===== src/rtl/ps2_receiver.sv =====
// PS/2 device-to-host receiver: keeps the last two good bytes as {previous, latest}.
// Define PS2_TIMEOUT_EN to abandon frames stalled longer than TIMEOUT_CYCLES.
module ps2_receiver #(
  parameter int TIMEOUT_CYCLES = 2500
) (
  input  logic        clk,
  input  logic        rst_n,
  input  logic        ps2_clk,
  input  logic        ps2_data,
  output logic [15:0] data,
  output logic        error,
  output logic        valid
);

  typedef enum logic [1:0] {
    S_IDLE,
    S_DATA,
    S_PARITY,
    S_STOP
  } state_t;

  state_t      r_state, w_stateNext;
  logic [1:0]  r_clkSync;
  logic [1:0]  r_dataSync;
  logic        r_clkPrev;
  logic        w_fe;
  logic        w_bit;
  logic        w_timeout;
  logic [2:0]  r_bitCnt, w_bitCntNext;
  logic [7:0]  r_shift, w_shiftNext;
  logic        r_parity, w_parityNext;
  logic [15:0] r_data, w_dataNext;
  logic        r_error, w_errorNext;
  logic        r_valid, w_validNext;

  // Synchronisers reset to the idle-high level so reset release never looks like a falling edge.
  always_ff @(posedge clk or negedge rst_n) begin
    if (!rst_n) begin
      r_clkSync  <= 2'b11;
      r_dataSync <= 2'b11;
      r_clkPrev  <= 1'b1;
    end else begin
      r_clkSync  <= {r_clkSync[0], ps2_clk};
      r_dataSync <= {r_dataSync[0], ps2_data};
      r_clkPrev  <= r_clkSync[1];
    end
  end

  assign w_fe  = r_clkPrev & ~r_clkSync[1];
  assign w_bit = r_dataSync[1];

`ifdef PS2_TIMEOUT_EN
  localparam int TW = $clog2(TIMEOUT_CYCLES);

  logic [TW-1:0] r_timer, w_timerNext;

  assign w_timeout = (r_timer == TW'(TIMEOUT_CYCLES - 1)) && !w_fe;

  always_comb begin
    w_timerNext = r_timer + 1'b1;
    if (r_state == S_IDLE || w_fe || w_timeout) begin
      w_timerNext = '0;
    end
  end

  always_ff @(posedge clk or negedge rst_n) begin
    if (!rst_n) begin
      r_timer <= '0;
    end else begin
      r_timer <= w_timerNext;
    end
  end
`else
  assign w_timeout = 1'b0;
`endif

  always_ff @(posedge clk or negedge rst_n) begin
    if (!rst_n) begin
      r_state  <= S_IDLE;
      r_bitCnt <= 3'd0;
      r_shift  <= 8'h00;
      r_parity <= 1'b0;
      r_data   <= 16'h0000;
      r_error  <= 1'b0;
      r_valid  <= 1'b0;
    end else begin
      r_state  <= w_stateNext;
      r_bitCnt <= w_bitCntNext;
      r_shift  <= w_shiftNext;
      r_parity <= w_parityNext;
      r_data   <= w_dataNext;
      r_error  <= w_errorNext;
      r_valid  <= w_validNext;
    end
  end

  always_comb begin
    w_stateNext  = r_state;
    w_bitCntNext = r_bitCnt;
    w_shiftNext  = r_shift;
    w_parityNext = r_parity;
    w_dataNext   = r_data;
    w_errorNext  = r_error;
    w_validNext  = 1'b0;

    unique case (r_state)
      S_IDLE: begin
        if (w_fe) begin
          if (!w_bit) begin
            w_stateNext  = S_DATA;
            w_bitCntNext = 3'd0;
          end else begin
            w_errorNext = 1'b1;
          end
        end
      end
      S_DATA: begin
        if (w_fe) begin
          w_shiftNext  = {w_bit, r_shift[7:1]};
          w_bitCntNext = r_bitCnt + 3'd1;
          if (r_bitCnt == 3'd7) begin
            w_stateNext = S_PARITY;
          end
        end
      end
      S_PARITY: begin
        if (w_fe) begin
          w_parityNext = w_bit;
          w_stateNext  = S_STOP;
        end
      end
      S_STOP: begin
        if (w_fe) begin
          w_stateNext = S_IDLE;
          // Odd parity: data bits plus parity bit must contain an odd number of ones.
          if (w_bit && (^{r_shift, r_parity})) begin
            w_dataNext  = {r_data[7:0], r_shift};
            w_validNext = 1'b1;
            w_errorNext = 1'b0;
          end else begin
            w_errorNext = 1'b1;
          end
        end
      end
      default: w_stateNext = S_IDLE;
    endcase

    if (w_timeout) begin
      w_stateNext  = S_IDLE;
      w_bitCntNext = 3'd0;
      w_shiftNext  = 8'h00;
      w_errorNext  = 1'b1;
    end
  end

  assign data  = r_data;
  assign error = r_error;
  assign valid = r_valid;

endmodule


===== config.mk =====
export PLATFORM = sky130hd
export DESIGN_NAME = ps2_receiver
export DESIGN_NICKNAME = d
export VERILOG_FILES = /design/src/rtl/ps2_receiver.sv
export SDC_FILE = /design/constraint.sdc
export NUM_CORES = 1
export LEC_CHECK = 0
export ABC_AREA = 1
export CELL_PAD_IN_SITES_DETAIL_PLACEMENT = 1
export CELL_PAD_IN_SITES_GLOBAL_PLACEMENT = 1
export CORE_MARGIN = 3
export CORE_UTILIZATION = 41
export DETAILED_ROUTE_END_ITERATION = 10
export HOLD_SLACK_MARGIN = 0.03
export PLACE_DENSITY = 0.85
export SYNTH_ARGS = -nofsm -noshare
export SYNTH_HDL_FRONTEND = slang
export SYNTH_SLANG_ARGS = --single-unit

===== constraint.sdc =====
create_clock -name clk -period 1.92 [get_ports clk]
set_input_delay 0.288 -clock clk [delete_from_list [all_inputs] [get_ports clk]]
set_output_delay 0.288 -clock clk [all_outputs]
set_load 0.01 [all_outputs]

# Word-level counts from Yosys, hierarchy flattened

Cells that the tools add are included.

Add/sub/neg operators: 1
Bitwise logic cells: 2
Mux-type cells: 19
Eq/ne operators: 11
Reduce and logical (&&, ||, !) cells: 11

Operator list:

| cell                                                                   | number |
|---|---|
| 2-bit inequality test (second input constant)                          | 7 |
| 2-bit two-way mux                                                      | 6 |
| 3-bit two-way mux                                                      | 3 |
| 9-bit XOR reduction                                                    | 1 |
| 2-bit case mux with 4 select lines                                     | 1 |
| 4-bit AND reduction                                                    | 2 |
| 1-bit two-way mux                                                      | 7 |
| 3-bit case mux with 2 select lines                                     | 1 |
| 6-bit AND reduction                                                    | 1 |
| 2-bit equality test (second input constant)                            | 2 |
| 2-bit AND reduction                                                    | 2 |
| 2-bit nonzero test                                                     | 2 |
| 3-bit by 1-bit adder with 3-bit output (second input constant)         | 1 |
| 3-bit equality test (second input constant)                            | 1 |
| 3-bit AND reduction                                                    | 1 |
| 2-bit by 1-bit equality test with 1-bit output (second input constant) | 1 |
| 2-bit zero test                                                        | 1 |
| 1-bit case mux with 2 select lines                                     | 1 |
| 1-bit bitwise AND                                                      | 1 |
| 1-bit logical AND                                                      | 1 |
| 1-bit inverter                                                         | 1 |

Flip-flop bits (word level): 37
Input bits: 4
Output and inout bits: 18

# Depth between registers and ports, before layout

Gate-level depths: netlist of run 1.

Depth in word-level cells: 5
Depth in mapped cells: 12
Gate-level depth less buffers: 11

# Worst setup path before layout of run 1

OpenSTA, ideal clock, no wires.

Kind: reg2reg
From: register r_clkPrev
To: register r_data[4], in the netlist data[4]
Buffers on the path: 1
Setup slack: 0.396 ns
Cell stages (with the launch flop): 8
Period minus slack after synthesis: 1.524 ns
Required time: 1.803 ns
Data arrival time: 1.408 ns
Cell sequence: dfstp_2 inv_1 or2_4 nor3_4 nand3_4 buf_6 nand2_1 nand2_1

Cells in the longest elaborated chain, start to end: 2

RTL lines:

| what                                 | RTL line | text |
|---|---|---|
| start: declaration                   | 25       | `logic r_clkPrev;` |
| start signal: assignment             | 45       | `r_clkPrev <= r_clkSync[1];` |
| 1-bit bitwise AND                    | 49       | `assign w_fe = r_clkPrev & ~r_clkSync[1];` |
| 3-bit AND reduction (no source line) | n/a      |  |
| end signal: assignment               | 91       | `r_data <= w_dataNext;` |
| end: declaration                     | 32       | `logic [15:0] r_data, w_dataNext;` |

No other way between the ends.
A chain may end at the register's enable or synchronous reset.

# Final worst setup path of run 1

From: register r_state[0]
To: register r_state[0]

Cells in the longest elaborated chain, start to end: 3

RTL lines:

| what                                                                   | RTL line | text |
|---|---|---|
| start: declaration                                                     | 22       | `state_t r_state, w_stateNext;` |
| start signal: assignment                                               | 87       | `r_state <= w_stateNext;` |
| 2-bit by 1-bit equality test with 1-bit output (tied with other cells) | 106      | `unique case (r_state)` |
| 2-bit inequality test (no source line)                                 | n/a      |  |
| 6-bit AND reduction (no source line)                                   | n/a      |  |

Parallel ways exist; a longest one is shown, timed or not.

==> impl_metrics.ini, run 1 <==
[grt]
overflow = 0
grt_max_degree = 26
grt_pass1_wl_um = 7065
grt_usage = 0.1751
antenna_found_initial = 0
grt_pass1_vias = 1517

[cells_and_area]
postLayoutCoreUtil = 0.5202
num_antenna_cells = 0
nets = 247
n_fill_cell = 499
syn_to_final_growth_pct = 20.50
instances_no_fill = 288
drive_gt1_frac = 0.1092

[clocking]
cts.sinks = 37
cts_buffers = 5
h-tree-depth = 2
post_cts_buffers = 0
clockBufferDepth = 2
root_buffer = clkbuf_8
cts_tree = yes
clk_latency_ns = 0.29
clk_pin_slew_ns = 0.07
post_cts_resized = 0
hold_buffers = 1

[synth]
ys_seq_elements = 37
synth_top_area_cell = dfrtp_1
synth_compound_area_frac = 0.06429
ys_top_cells_by_area = dfrtp_1 46%, nand2_1 17%, dfstp_2 7.5%, nand3_1 6.6%, inv_1 4.9%
syn_nets = 218
synthCells = 208
yosysWarnings = 0
synth_top_family_by_area = simple AND/OR/NAND/NOR gates
synth_fa_ha_area_frac = 0.04286
netlist_area_um2 = 1752
synthXorXnorAreaFrac = 0
synth.area.mux_share = 0
seq_area_frac_synth = 0.5321
synth_top_area_frac = 0.4571
yosysUniqueCellTypes = 21
yosys.area_share.simple = 0.2936
syn_area_per_cell_um2 = 8.422

[critical_path]
endpoint_kind = flop
slowest_delay_ns = 0.38
slowest_stage = dfrtp_1
required_ns = 2.09
start_kind = flop
arrival_ns = 1.89
regToRegStartpoint = r_state[0]
critPathKind = reg2reg
cp_cell_sequence = inv_1 -> ha_1 -> or2_2 -> o31ai_1 -> nand2_1 -> nor2_1 -> a21oi_1
cp_max_fo = 5
reg2reg_to = r_state[0]
rrSetupSlack_ns = 0.20
worst-r2r-cell-count = 7

[route]
drt_iter0_markers = 106
dr.pass1.iters = 4
via_per_inst = 4.962
drc = 0
routedWlPerCell_um = 13.68
drt.antenna.violating_nets = 0
num_vias = 1429
wl_um = 3939

[placement]
gp_congestion = 0.7719
dp_hpwl_um = 2972
dp.cells = 279
io_buffers = 21

[sta]
tns_ns = 0
maxSlewViolCount = 0
fin_worst_skew_ns = 0.002837
whs_ns = 0.3578
max_freq_ghz = 0.5815
slew_headroom = 0.6236
setup_viol = 0
worst_pin_slew_ns = 0.5645
fin_crit_ns = 1.720
hold_viol = 0
rsz0062_at_grt = false
fin_crit_sh = 0.8957

[worst_hold_path]
whs_path_depth = 0
hp-start = r_clkSync[0]
hp-class = reg2reg
min_to = r_clkSync[1]

[power_and_ir_drop]
peakVddDrop_mv = 0.6375
comb_power_share = 0.418
internal_power_w = 0.001630
total_leakage_power_nw = 1.096
netSwitchingPower_w = 0.001170
swShare = 0.4179
powerDensity_nw_per_um2 = 1326
clkPwrFrac = 0.188
pwr-share-seq = 0.394

[floorplan]
initial_utilization = 0.4317
core.rowCount = 23
dieArea_um2 = 5093
die_h_um = 71.37
pin_count = 22
die_w_um = 71.37
core_area_um2 = 4058

[flow_run]
drv_cap = 0

[outcome]
status = completed
## logic make-up after synthesis
group                      Yosys count
AOI/OAI and AO/OA                   21
buffers and inverters               27
adders and majority gates            6
DFF                                 37
and+or+nand+nor                    117
## per-layer routing
metal / vias up / track usage / routed length, um
met5: - / 0 / 0
met4: 0 / 0.06054 / 44
met3: 7 / 0.04067 / 178
met2: 33 / 0.3041 / 1996
met1: 682 / 0.2129 / 1719
li1: 707 / - / -
## flip-flops by register name (all words and copies together) (netlist names)
signal / flops
valid: 1
r_parity: 1
r_shift: 8
data: 16
r_clkPrev: 1
r_bitCnt: 3
r_dataSync: 2
r_state: 2
error: 1
r_clkSync: 2
## worst max-delay path: cells and delay by family (launching register included)
| family | cells | cell delay [ns] |
|---|---|---|
| AND/OR/NAND/NOR | 3 | 0.60 |
| flip-flops | 1 | 0.38 |
| AO/OA/AOI/OAI | 2 | 0.30 |
| adder cells (fa/ha/maj) | 1 | 0.24 |
| buffers and inverters | 1 | 0.09 |
## per-stage QoR
stage / area, um^2 / setup WS [ns] / power [W]
finish: 2111 / 0.2003 / 0.002800
global route: 2111 / 0.06275 / 0.003058
CTS: 2111 / 0.2009 / 0.002837
detailed placement: 2018 / 0.2286 / 0.002303
global placement: 2018 / 0.3200 / 0.002238
floorplan: 1752 / 0.3956 / 0.001962
## worst max path at each step
stage / startpoint / endpoint / slack, ns
after CTS: r_state[0] / r_state[0] / 0.20
after detailed placement: r_state[0] / r_state[0] / 0.23
after global placement: r_clkPrev / r_bitCnt[0] / 0.32
after floorplan: r_clkPrev / data[4] / 0.40
final: r_state[0] / r_state[0] / 0.20
after global routing: r_state[0] / r_state[0] / 0.06
## layout by cell type, fill, tap and decap left out, types with 2 or more instances in the layout
| cell | n |
|---|---|
| ha_1 | 6 |
| nand3_1 | 23 |
| dfrtp_1 | 32 |
| nor2_1 | 4 |
| nand2_2 | 4 |
| nand2_1 | 81 |
| clkinv_2 | 2 |
| o21ai_0 | 15 |
| clkbuf_8 | 5 |
| a21oi_1 | 3 |
| dfstp_2 | 5 |
| clkdlybuf4s50_1 | 20 |
| inv_1 | 23 |
| buf_4 | 4 |
## area by class of cell
class | count | area [um^2] | area share
Inverter | 23 | 86.33 | 0.04090
Clock inverter | 2 | 10.01 | 0.004742
Clock buffer | 6 | 72.57 | 0.03438
Timing Repair Buffer | 26 | 245.2 | 0.1162
Sequential cell | 37 | 932.1 | 0.4416
Tap cell | 50 | 62.56 | 0.02964
Multi-Input combinational cell | 144 | 701.9 | 0.3325
## power by group through the flow
stage	Clock, W	Combinational, W	Sequential (W)
5_1_grt	0.000577	0.00135	0.00113
3_3_place_gp	0	0.00113	0.00111
2_1_floorplan	0	0.000853	0.00111
6_report	0.000525	0.00117	0.00110
3_5_place_dp	0	0.00118	0.00112
4_1_cts	0.000543	0.00119	0.00110
## cell usage after synthesis (all sizes together)
master / n
o21ai: 15
nand2: 85
nor3: 1
nand3: 24
nor2: 5
dfstp: 5
buf: 3
clkbuf: 1
inv: 23
dfrtp: 32
o31ai: 1
a21oi: 3
a21o: 1
ha: 6
or2: 2
o21a: 1
No activity file was read; power rests on OpenSTA's default activity.
==> run 2, diff against run 1 <==
- HOLD_SLACK_MARGIN: 0.03 -> unset
==> results of run 2 <==
No change in the layout: final DEF, timing and power equal those of run 1.
